[src/rtl/up_down_counter_mod.sv]
// Up/down counter with runtime modulus (0..limit), step size, parallel load,
// synchronous clear and wrap/saturate selection; registered wrap/sat pulses.
module up_down_counter_mod #(
    parameter int BITS      = 8,
    parameter int STEP_BITS = 4
) (
    input  logic                 clk,
    input  logic                 reset_n,
    input  logic                 enable,
    input  logic                 up,
    input  logic [STEP_BITS-1:0] step,
    input  logic [BITS-1:0]      limit,
    input  logic                 saturate,
    input  logic                 clear,
    input  logic                 load,
    input  logic [BITS-1:0]      load_val,
    output logic [BITS-1:0]      Q,
    output logic                 wrap_pulse,
    output logic                 sat_pulse,
    output logic                 at_max,
    output logic                 at_zero
);

    localparam int W = BITS + 1;

    logic [BITS-1:0] r_q;
    logic            r_wrap;
    logic            r_sat;

    logic [W-1:0]    w_q, w_lim, w_lim1, w_step, w_sum, w_nxt;
    logic [BITS-1:0] w_load;
    logic            w_nwrap, w_nsat;

    // One extra bit of headroom so Q+step and Q+limit+1 never overflow.
    assign w_q    = {1'b0, r_q};
    assign w_lim  = {1'b0, limit};
    assign w_lim1 = w_lim + W'(1);
    assign w_step = W'(step);
    assign w_sum  = w_q + w_step;
    assign w_load = (load_val > limit) ? limit : load_val;

    always_comb begin
        w_nxt   = w_q;
        w_nwrap = 1'b0;
        w_nsat  = 1'b0;
        if (w_q > w_lim) begin
            // limit was lowered below Q: pull back silently, ignore step
            w_nxt = w_lim;
        end else if (w_step != '0) begin
            if (up) begin
                if (w_sum <= w_lim) begin
                    w_nxt = w_sum;
                end else if (saturate) begin
                    w_nxt  = w_lim;
                    w_nsat = 1'b1;
                end else begin
                    w_nwrap = 1'b1;
                    w_nxt   = (w_step <= w_lim1) ? (w_sum - w_lim1) : '0;
                end
            end else begin
                if (w_step <= w_q) begin
                    w_nxt = w_q - w_step;
                end else if (saturate) begin
                    w_nxt  = '0;
                    w_nsat = 1'b1;
                end else begin
                    w_nwrap = 1'b1;
                    w_nxt   = (w_step <= w_lim1) ? (w_q + w_lim1 - w_step) : w_lim;
                end
            end
        end
    end

    always_ff @(posedge clk or negedge reset_n) begin
        if (!reset_n) begin
            r_q    <= '0;
            r_wrap <= 1'b0;
            r_sat  <= 1'b0;
        end else if (clear) begin
            r_q    <= '0;
            r_wrap <= 1'b0;
            r_sat  <= 1'b0;
        end else if (load) begin
            r_q    <= w_load;
            r_wrap <= 1'b0;
            r_sat  <= 1'b0;
        end else if (enable) begin
            r_q    <= w_nxt[BITS-1:0];
            r_wrap <= w_nwrap;
            r_sat  <= w_nsat;
        end else begin
            r_wrap <= 1'b0;
            r_sat  <= 1'b0;
        end
    end

    assign Q          = r_q;
    assign wrap_pulse = r_wrap;
    assign sat_pulse  = r_sat;
    assign at_max     = (r_q == limit);
    assign at_zero    = (r_q == '0);

endmodule

[config.mk]
export PLATFORM = sky130hd
export DESIGN_NAME = up_down_counter_mod
export DESIGN_NICKNAME = d
export VERILOG_FILES = /design/src/rtl/up_down_counter_mod.sv
export SDC_FILE = /design/constraint.sdc
export NUM_CORES = 1
export LEC_CHECK = 0
export CAP_MARGIN = 30
export CORE_MARGIN = 4
export CORE_UTILIZATION = 52
export CTS_CLUSTER_DIAMETER = 150
export DETAILED_ROUTE_END_ITERATION = 8
export PLACE_DENSITY = 0.79
export SKIP_LAST_GASP = 1
export SLEW_MARGIN = 20
export SYNTH_ARGS = -nofsm -noshare
export SYNTH_HDL_FRONTEND = slang
export SYNTH_SLANG_ARGS = --single-unit
export TNS_END_PERCENT = 1
[constraint.sdc]
create_clock -name clk -period 3.49 [get_ports clk]
set_input_delay 0.698 -clock clk [delete_from_list [all_inputs] [get_ports clk]]
set_output_delay 0.698 -clock clk [all_outputs]
set_load 0.1 [all_outputs]
# Word-level counts from Yosys, hierarchy flattened

Cells that the tools add are included.

Input port bits: 27
Word-level logic and storage cells: 51
Register bits: 10
Output and inout bits: 12

Multiplexer cells: 31
$lt $le $gt $ge: 5
Eq/ne operators: 1
Reduce and logical (&&, ||, !) cells: 5
Add/subtract/negate cells: 6

Operator list:

| cell                                                           | number |
|---|---|
| 8-bit 2-to-1 mux                                               | 13 |
| 1-bit 2-to-1 mux                                               | 18 |
| 8-bit greater-than comparator                                  | 2 |
| 8-bit by 4-bit subtractor with 8-bit output                    | 2 |
| 8-bit by 1-bit adder with 9-bit output (second input constant) | 1 |
| 8-bit by 4-bit adder with 9-bit output                         | 1 |
| 4-bit by 9-bit less-or-equal comparator with 1-bit output      | 1 |
| 9-bit by 8-bit less-or-equal comparator with 1-bit output      | 1 |
| 9-bit nonzero test                                             | 1 |
| 8-bit adder                                                    | 1 |
| 8-bit equality test                                            | 1 |
| 4-bit by 8-bit less-or-equal comparator with 1-bit output      | 1 |
| 8-bit logical NOT                                              | 1 |
| 8-bit subtractor                                               | 1 |
| 4-bit nonzero test                                             | 1 |
| 3-bit nonzero test                                             | 1 |
| 2-bit AND reduction                                            | 1 |

# Logic depth before layout (Yosys ltp)

Gate-level depths: netlist (run 1).

Depth in word-level cells: 12
Mapped depth: 17
Depth with buffers taken out: 16

# Worst setup path before layout (run 1)

OpenSTA, ideal clock, no wires.

Path type: reg-to-reg
Start: register r_q[1] (netlist: Q[1])
End: register r_q[1] (netlist: Q[1])
Required time: 3.364 ns
Stages on the path, launching flop included: 14
Arrival time: 4.231 ns
Buffers on the path: 0
Period minus slack after synthesis: 4.357 ns
Library setup time: 0.126 ns
Path slack: -0.867 ns
Path through: dfrtp_1 -> ha_1 -> nor3b_1 -> o31ai_1 -> a211oi_1 -> xor2_1 -> ha_1 -> inv_1 -> nor4_1 -> o31ai_2 -> nor2_1 -> a221o_1 -> o31a_1 -> a221o_1

Cells in the longest elaborated chain, start to end: 11
Elaborated cells on any way between the ends: 22
Those cells by class: 5 x add/sub; 3 x order compare; 12 x mux; 2 x reduce/logical

Ends and longest elaborated chain:

| what                                                                                   | RTL line | RTL |
|---|---|---|
| start, declared                                                                        | 26       | `logic [BITS-1:0] r_q;` |
| start signal, assigned                                                                 | 84       | `r_q <= w_load;` |
| start signal, assigned                                                                 | 88       | `r_q <= w_nxt[BITS-1:0];` |
| 8-bit adder / 8-bit by 4-bit adder with 9-bit output (equally long branches)           | 68, 39   |  |
| 8-bit by 4-bit subtractor with 8-bit output / 8-bit subtractor (equally long branches) | 68, 58   |  |
| 8-bit 2-to-1 mux, on equally long branches                                             | 68, 58   |  |
| 8-bit 2-to-1 mux, on equally long branches                                             | 63, 53   |  |
| 8-bit 2-to-1 mux, on equally long branches                                             | 61, 51   |  |
| 8-bit 2-to-1 mux                                                                       | 50       | `if (up) begin` |
| 8-bit 2-to-1 mux                                                                       | 49       | `end else if (w_step != '0) begin` |
| 8-bit 2-to-1 mux                                                                       | 46       | `if (w_q > w_lim) begin` |
| 8-bit 2-to-1 mux                                                                       | 87       | `end else if (enable) begin` |
| 8-bit 2-to-1 mux                                                                       | 83       | `end else if (load) begin` |
| 8-bit 2-to-1 mux                                                                       | 79       | `end else if (clear) begin` |

Several ways; a longest one is shown, not always the timed one. The select of a mux whose other input is x is not followed.
A chain may end at the register's enable or synchronous reset.

# Worst setup path after layout (run 1)

Start: input port step[0]
End: register r_q[1] (netlist: Q[1])

Cells in the longest elaborated chain, start to end: 11
Elaborated cells on any way between the ends: 22
Those cells by class: 4 x add/sub; 3 x order compare; 12 x mux; 3 x reduce/logical

Ends and longest elaborated chain:

| what                                   | RTL line | RTL |
|---|---|---|
| start, declared                        | 11       | `input logic [STEP_BITS-1:0] step,` |
| 8-bit by 4-bit adder with 9-bit output | 39       | `assign w_sum = w_q + w_step;` |
| 8-bit subtractor                       | 58       | `w_nxt = (w_step <= w_lim1) ? (w_sum - w_lim1) : '0;` |
| 8-bit 2-to-1 mux                       | 58       |  |
| 8-bit 2-to-1 mux                       | 53       | `end else if (saturate) begin` |
| 8-bit 2-to-1 mux                       | 51       | `if (w_sum <= w_lim) begin` |
| 8-bit 2-to-1 mux                       | 50       |  |
| 8-bit 2-to-1 mux                       | 49       |  |
| 8-bit 2-to-1 mux                       | 46       |  |
| 8-bit 2-to-1 mux                       | 87       |  |
| 8-bit 2-to-1 mux                       | 83       |  |
| 8-bit 2-to-1 mux                       | 79       |  |

Several ways; a longest one is shown, not always the timed one. The select of a mux whose other input is x is not followed.

==> impl_metrics.toml, run 1 <==
[outcome]
run_status = "finished with violations"
violations = "negative setup slack"

[layout]
fin_util_pct = 87.2
seqCellArea_um2 = 254
diodes = 0
layout.nets = 628
multi_input_area_um2 = 2920
fillers = 294
area_delta_synth_final_pct = 62.9
drive_gt1_share_pct = 38.5
final_area_um2 = 4800

[job]
drv_cap = 0

[critical_path]
crit_slowest_cell = "fa_2"
cpPeakStageDelay_ps = 370
worstSetupStartpointType = "input port"
cp.buffers_inverters = 2
cp-end-kind = "register"
worst_ep_required_time_ps = 3620
worstPathMaxFanout = 3
crit_type = "in -> reg"
crit_arrival_ps = 3840
crit_start = "step[0]"
path_cells = "buf_8 -> ha_4 -> fa_2 -> nand2b_4 -> nand2b_4 -> a21oi_4 -> xnor2_2 -> inv_2 -> ha_4 -> nand3_4 -> o221ai_4 -> a2111oi_4 -> o31ai_4 -> nor2_2 -> a221o_1 -> o31a_1 -> a221o_1"
r2r_start = "Q[0]"
path_delay_family = "compound AO/OA/AOI/OAI gates"

[floorplan]
pin_count = 39
die_w_um = 83.3
die_h_um = 83.3
rows = 27
initial_utilization_pct = 53.5
die-area_um2 = 6940
coreArea_um2 = 5510

[synthesis]
synth_edf_count = 0
yosys.area.top_type_share_pct = 23.3
synth_area_leaders = "ha_1 (23%), dfrtp_1 (8.5%), xnor2_1 (6.8%), inv_1 (6.0%), a21oi_1 (5.9%)"
synth_top_area_cell = "ha_1"
synth_common_cells = "ha_1 (55), inv_1 (47), a21oi_1 (35)"
async_flop_share_pct = 100
ys_warn_count = 0
avgSynthCellArea_um2 = 7.70
netlist_instances = 383
synthesis.nets = 472
ys_seq_area_share_pct = 8.49
yosysMostFrequentCell = "ha_1"
yosys_register_bits = 10
ys.flop_type = "dfrtp_1"
synth_cell_types = 52
netlist_area_um2 = 2950

[power]
swShare_pct = 53.2
combPwrFrac_pct = 90.1
ir_drop_mv = 0.666
p_leak_nw = 2.26
p_seq_share_pct = 6.0
p_clk_share_pct = 3.8
p_per_area_nw_per_um2 = 762
p_switching_mw = 1.95
p_int_mw = 1.71

[global_route]
grt_use_total_pct = 37.9
antenna_found_initial = 0
grt_pass1_vias = 4041
overflow = 0
grt_pass1_wl_mm = 21.0
grt_max_degree = 20

[place]
preCtsSetupSlack_ps = -1030
portBuffers = 38
place_hpwl_mm = 9.58
place_area_um2 = 4180
gp_congestion = 0.995

[clock_tree]
cts_buffers = 3
ctsHoldBuffers = 0
cts_tree = "yes"
clk_pin_slew_ps = 60
insertion_delay_ps = 250
clk_path_buf_depth = 2
cts_htree_levels = 1
clock_sinks = 10
root_buffer = "clkbuf_8"

[timing]
finalMaxSlewViolations = 0
fmax_mhz = 270
worst_pin_slew_ps = 980
fin_crit_ps = 3700
finalCritPeriodShare_pct = 106
postLayoutSetupSlackWorst_ps = -211
finalSetupViolCount = 8
final.setup.tns_ps = -1010
relSlewSlack_pct = 34.4
hold_viol = 0
rsz0062_at_grt = "yes"
fin_worst_skew_ps = 1.84

[routing]
vias = 4022
drtIter0Drc = 447
ant_nets = 0
drc = 0
vias_per_cell = 6.59
drtPass1Iterations = 5
wirelength_mm = 13.9
wire_per_inst_um = 22.8

[hold_path]
min_from = "Q[5]"
hold_path.class = "reg -> reg"
worst paths after layout:
path                              endpoint  slack [ps]  cells past startpoint
worst max-delay path                  Q[1]        -210                     17
worst min-delay path                  Q[5]         650                      2
worst max register to register        Q[1]        -130                     16
worst min register to register        Q[5]         650                      2
max in group asynchronous             Q[1]        2280                      1
min in group asynchronous       wrap_pulse         810                      1
routing by layer:
metal / vias to the layer above / track usage, % / wire [um]
met5: - / 0 / 0
met4: 0 / 23.6 / 1110
met3: 111 / 7.84 / 1500
met2: 362 / 64.4 / 6420
met1: 1823 / 43.0 / 4860
li1: 1726 / - / -
flip-flops by register name, summed over array words and instances (netlist names):
name / count
Q: 8
wrap_pulse: 1
sat_pulse: 1
per-stage QoR:
step | total power, mW | std cells | hold WS, ps
after floorplan | 1.70 | 383 | 402
after global placement | 2.70 | 590 | 604
after detailed placement | 2.77 | 590 | 624
after CTS | 3.24 | 604 | 640
after global routing | 3.82 | 610 | 687
final | 3.66 | 610 | 645
what timing repair did:
action                     in CTS  in global routing
resized for setup              62                 33
pin swaps                      23                 26
setup endpoints to repair      10                  9
setup buffers                  11                  6
logic make-up after synthesis:
group,after synthesis,share of synthesized area [%]
AOI/OAI and AO/OA,115,26.9
and+or+nand+nor,97,16.7
adders and majority gates,62,28.1
buffers and inverters,60,7.85
xor gates and xnor gates,30,8.91
DFF,10,8.49
muxes,9,3.06
worst register-to-register path, stage by stage, from the launching register on:
cell and delay [ps]:
dfrtp_2 440, ha_4 180, fa_2 370, nand2b_4 120, nand2b_4 60, a21oi_4 160, xnor2_2 140, inv_2 80
ha_4 310, nand3_4 100, o221ai_4 210, a2111oi_4 120, o31ai_4 240, nor2_2 70, a221o_1 350, o31a_1 290
a221o_1 260
layout make-up:
class	instances	area share, %
tap	72	1.88
clock buffer	4	0.938
inverter	48	3.75
timing repair buffer	163	27.3
sequential	10	5.29
multi-input combinational	313	60.8
power by group through the flow:
stage | Combinational, mW | Sequential, mW | Clock [mW]
after floorplan | 1.27 | 0.429 | 0
after global placement | 2.49 | 0.206 | 0
after detailed placement | 2.56 | 0.207 | 0
after CTS | 2.89 | 0.214 | 0.137
after global routing | 3.46 | 0.223 | 0.142
final | 3.30 | 0.221 | 0.139
cells in the final DEF, fill, tap and decap left out, drive strengths merged, types with 9 or more instances in the layout:
cell type / n
ha: 55
nor3: 18
nor2: 19
xnor2: 23
inv: 47
o21ai: 18
clkdlybuf4s50: 23
nand2: 13
a21oi: 35
buf: 137
mux2i: 9
dfrtp: 10
nand3: 17
No activity file was read; power rests on OpenSTA's default activity.
==> run 2, diff against run 1 <==
- ABC_AREA: unset -> 0
- CORE_MARGIN: 4 -> 2
- SKIP_CTS_REPAIR_TIMING: unset -> 1
==> run 2 against run 1 <==
  * The flow still finishes with violations (negative setup slack)
  * Final area fell by 4.4%
  * Flip-flop and latch count did not move
  * Clock-buffer cell count did not move
  * Maximum frequency fell by 2.2%
  * Die area fell by 9.4%
  * Critical path depth did not move
==> impl_metrics.toml, run 2 (same netlist as run 1, synthesis figures left out) <==
[global_route]
grt_pass1_wl_mm = 17.5
overflow = 0
grt_pass1_vias = 3660
antenna_found_initial = 0
grt_use_total_pct = 35.9
grt_max_degree = 20

[layout]
largest_reg_flops = 8
seqCellArea_um2 = 254
multi_input_area_um2 = 2710
layout.nets = 627
final_area_um2 = 4590
final_cell_mix = "buf_4 (131), ha_1 (48), inv_1 (44)"
diodes = 0
area_delta_synth_final_pct = 55.7
drive_gt1_share_pct = 33.9
final_common_cell = "buf_4"
fillers = 337

[critical_path]
cp-end-kind = "register"
crit_type = "in -> reg"
worstSetupStartpointType = "input port"
worstPathMaxFanout = 3
worst_ep_required_time_ps = 3640
crit_arrival_ps = 3940

[timing]
finalCritPeriodShare_pct = 108
fin_crit_ps = 3780
fmax_mhz = 264
finalSetupViolCount = 8
hold_viol = 0
rsz0062_at_grt = "yes"
postLayoutSetupSlackWorst_ps = -294
relSlewSlack_pct = 34.5
final.setup.tns_ps = -1880
worst_pin_slew_ps = 980
finalMaxSlewViolations = 0
fin_worst_skew_ps = 1.83

[floorplan]
die_h_um = 79.3
pin_count = 39
die-area_um2 = 6290
initial_utilization_pct = 53.5
rows = 27
coreArea_um2 = 5510
die_w_um = 79.3

[power]
p_per_area_nw_per_um2 = 713
p_int_mw = 1.57
p_seq_share_pct = 6.2
combPwrFrac_pct = 89.7
ir_drop_mv = 0.485
swShare_pct = 52.0
p_switching_mw = 1.70
p_leak_nw = 2.24
p_clk_share_pct = 4.1

[clock_tree]
clock_sinks = 10
clk_pin_slew_ps = 50
cts_htree_levels = 1
root_buffer = "clkbuf_8"
cts_buffers = 3
insertion_delay_ps = 240
clk_path_buf_depth = 2
cts_tree = "yes"

[routing]
drtIter0Drc = 445
drtPass1Iterations = 7
drc = 0
vias_per_cell = 6.24
wire_per_inst_um = 19.3
vias = 3801
ant_nets = 0
wirelength_mm = 11.7

[hold_path]
hold_path.class = "reg -> reg"

[place]
place_hpwl_mm = 9.26
place_area_um2 = 4270
portBuffers = 38
gp_congestion = 1.04

[outcome]
violations = "negative setup slack"
run_status = "finished with violations"

[job]
drv_cap = 0
run 2: cell count changes in the layout (fill, tap and decap cells not counted), moves of 2 or more:
| cell | previous run | this run |
|---|---|---|
| a21oi_1 | 28 | 31 |
| inv_1 | 40 | 44 |
| nand3_1 | 13 | 15 |
| buf_6 | 4 | 2 |
| xnor2_1 | 16 | 21 |
| ha_4 | 11 | 5 |
| dlymetal6s2s_1 | 0 | 3 |
| xnor2_2 | 7 | 2 |
| inv_2 | 7 | 3 |
| ha_1 | 43 | 48 |
| a21oi_4 | 3 | 1 |
run 2: through the flow:
| step | hold slack [ps] | utilization (%) | power, mW | cells | setup slack (ps) |
|---|---|---|---|---|---|
| 6_report | 665 | 83.4 | 3.27 | 609 | -294 |
| 4_1_cts | 650 | 78.3 | 2.93 | 605 | -897 |
| 3_3_place_gp | 603 | 77.5 | 2.72 | 601 | -1020 |
| 2_1_floorplan | 402 | - | 1.70 | 383 | -631 |
| 3_5_place_dp | 620 | 77.5 | 2.77 | 601 | -1130 |
| 5_1_grt | 690 | 83.4 | 3.46 | 609 | -443 |
run 2: power by group through the flow:
stage | Sequential [mW] | Combinational, mW | Clock, mW
global route | 0.204 | 3.12 | 0.136
floorplan | 0.429 | 1.27 | 0
global placement | 0.192 | 2.52 | 0
finish | 0.203 | 2.94 | 0.135
detailed placement | 0.194 | 2.58 | 0
CTS | 0.193 | 2.60 | 0.131
run 2: metal layers:
| layer | part of all wire, % | up-vias | track usage, % |
|---|---|---|---|
| li1 | - | 1727 | - |
| met1 | 40 | 1750 | 43.2 |
| met2 | 46 | 244 | 60.7 |
| met3 | 8.1 | 80 | 6.02 |
| met4 | 6.4 | 0 | 19.7 |
| met5 | 0 | - | 0 |
run 2: worst max-delay path: stages:
cell	delay, ps
dlymetal6s2s_1	140
buf_6	130
ha_1	180
nor2b_2	180
o31ai_4	320
a21oi_2	110
xnor2_2	160
ha_1	360
nand3_4	110
o221ai_4	210
a2111oi_4	120
o31ai_4	290
buf_4	170
buf_4	120
nor3_1	50
a2111o_1	400
o31ai_2	180
run 2: path summary, 6_finish.rpt:
check | end | cells after the start | start | slack [ps]
max | Q[7] | 17 | step[1] | -290
min | Q[4] | 2 | Q[4] | 660
max reg2reg | Q[7] | 17 | Q[0] | -120
min reg2reg | Q[4] | 2 | Q[4] | 660
max in group asynchronous | Q[1] | 1 | reset_n | 2350
min in group asynchronous | sat_pulse | 1 | reset_n | 790
run 2: area by class of cell:
cell class,count,area share (%)
Multi-Input combinational cell,313,59.0
Sequential cell,10,5.53
Tap cell,72,1.96
Inverter,48,3.92
Timing Repair Buffer,162,28.6
Clock buffer,4,0.981
==> run 3, diff against run 2 <==
- CORE_MARGIN: 2 -> 8
- MAX_ROUTING_LAYER: unset -> met4
==> run 3 against run 2 <==
  * The flow still finishes with violations (negative setup slack)
  * Die area is 33% higher
  * Routed wire length is 7.5% higher
  * Total power is 1.4% higher
  * Non-clock buffer count is 8 lower
  * Global-route usage is 8.3 points lower
  * Flip-flop and latch count stayed put
  * Clock skew hardly changed
  * Hold slack worse by 11 ps
  * Final area is 0.22% higher
  * Largest power group unchanged
  * Highest routed layer unchanged
==> impl_metrics.toml, run 3 (same netlist as run 1, synthesis figures left out) <==
[outcome]
run_status = "finished with violations"
violations = "negative setup slack"

[timing]
relSlewSlack_pct = 34.4
finalSetupViolCount = 10
postLayoutSetupSlackWorst_ps = -296
hold_viol = 0
finalMaxSlewViolations = 0
fin_crit_ps = 3790
finalCritPeriodShare_pct = 108
hold_ws_ps = 654
final.setup.tns_ps = -1690
rsz0062_at_grt = "yes"
fmax_mhz = 264
fin_worst_skew_ps = 1.60
worst_pin_slew_ps = 981

[job]
drv_cap = 0

[critical_path]
worstSetupStartpointType = "input port"
worstPathMaxFanout = 4
cp-end-kind = "register"
crit_type = "in -> reg"
crit_arrival_ps = 3910
worst_ep_required_time_ps = 3610

[power]
p_leak_nw = 2.24
p_total_mw = 3.32
p_per_area_nw_per_um2 = 722
ir_drop_mv = 0.480

[layout]
area_delta_synth_final_pct = 56.1
largest_reg_flops = 8
layout.nets = 619
final_cell_mix = "buf_4 (123), ha_1 (48), inv_1 (43)"
final_common_cell = "buf_4"
diodes = 0
fin_util_pct = 83.5
final_area_um2 = 4600
drive_gt1_share_pct = 33.6

[routing]
wire_per_inst_um = 21.0
vias = 3612
wirelength_mm = 12.6
ant_nets = 0
vias_per_cell = 6.01
drtPass1Iterations = 4
drtIter0Drc = 246
drc = 0

[clock_tree]
cts_tree = "yes"
clk_pin_slew_ps = 50
clock_sinks = 10
clk_path_buf_depth = 2
insertion_delay_ps = 240
cts_htree_levels = 1
cts_buffers = 3
root_buffer = "clkbuf_8"

[floorplan]
pin_count = 39
coreArea_um2 = 5510
die-area_um2 = 8330
rows = 27
die_h_um = 91.3
initial_utilization_pct = 53.5
die_w_um = 91.3

[global_route]
grt_pass1_vias = 3633
grt_pass1_wl_mm = 18.0
grt_use_total_pct = 27.6
antenna_found_initial = 0
overflow = 0
grt_max_degree = 20

[place]
gp_congestion = 1.09
place_hpwl_mm = 9.84
portBuffers = 38
place_area_um2 = 4230

[hold_path]
hold_path.class = "reg -> reg"
run 3: changes by cell type in the layout (fill, tap and decap cells not counted), sizes merged:
cell          change
dlymetal6s2s      +1
clkbuf            -1
buf               -8
run 3: area by class of cell:
type                    instances  area, um^2
fillers                       350         906
multi-input cells             313        2760
repair buffers                154        1260
well taps                      72        90.1
inverters                      48         180
clock buffers                   4        55.1
flip-flops and latches         10         254
run 3: path summary, 6_finish.rpt:
path,startpoint,to,slack [ps],depth (start not counted)
max reg2reg,Q[0],Q[1],-150,16
min in group asynchronous,reset_n,sat_pulse,800,1
min,Q[5],Q[5],650,2
min reg2reg,Q[5],Q[5],650,2
max in group asynchronous,reset_n,Q[2],2320,1
max,step[3],Q[1],-300,15
run 3: worst max-delay path, stage by stage:
cell and delay [ps]:
dlymetal6s2s_1 160, inv_1 70, ha_1 360, a221oi_4 380, xnor2_2 180, inv_2 80, ha_4 300, nand3_2 130
nor3_4 250, a2111oi_4 90, o31ai_4 280, nor2_1 100, a221o_1 320, o31a_1 240, a221o_1 260
run 3: per-layer routing:
metal  up-vias  part of all wire [%]  track usage [%]
met2       164                    49             47.0
met5         -                     0                -
met3        46                   8.0             4.94
met1      1701                    39             31.0
met4         0                   4.5             11.9
li1       1701                     -                -
run 3: stage by stage:
stage / instances / setup WS (ps)
3_5_place_dp: 596 / -1150
5_1_grt: 601 / -381
3_3_place_gp: 596 / -1100
2_1_floorplan: 383 / -631
4_1_cts: 600 / -921
6_report: 601 / -296
run 3: power breakdown:
group / leakage (nW) / total, mW / switching, mW / internal (mW)
sequential: 0.126 / 0.222 / 0.0731 / 0.149
clock: 0.0288 / 0.151 / 0.0517 / 0.0997
combinational: 2.09 / 2.95 / 1.62 / 1.33
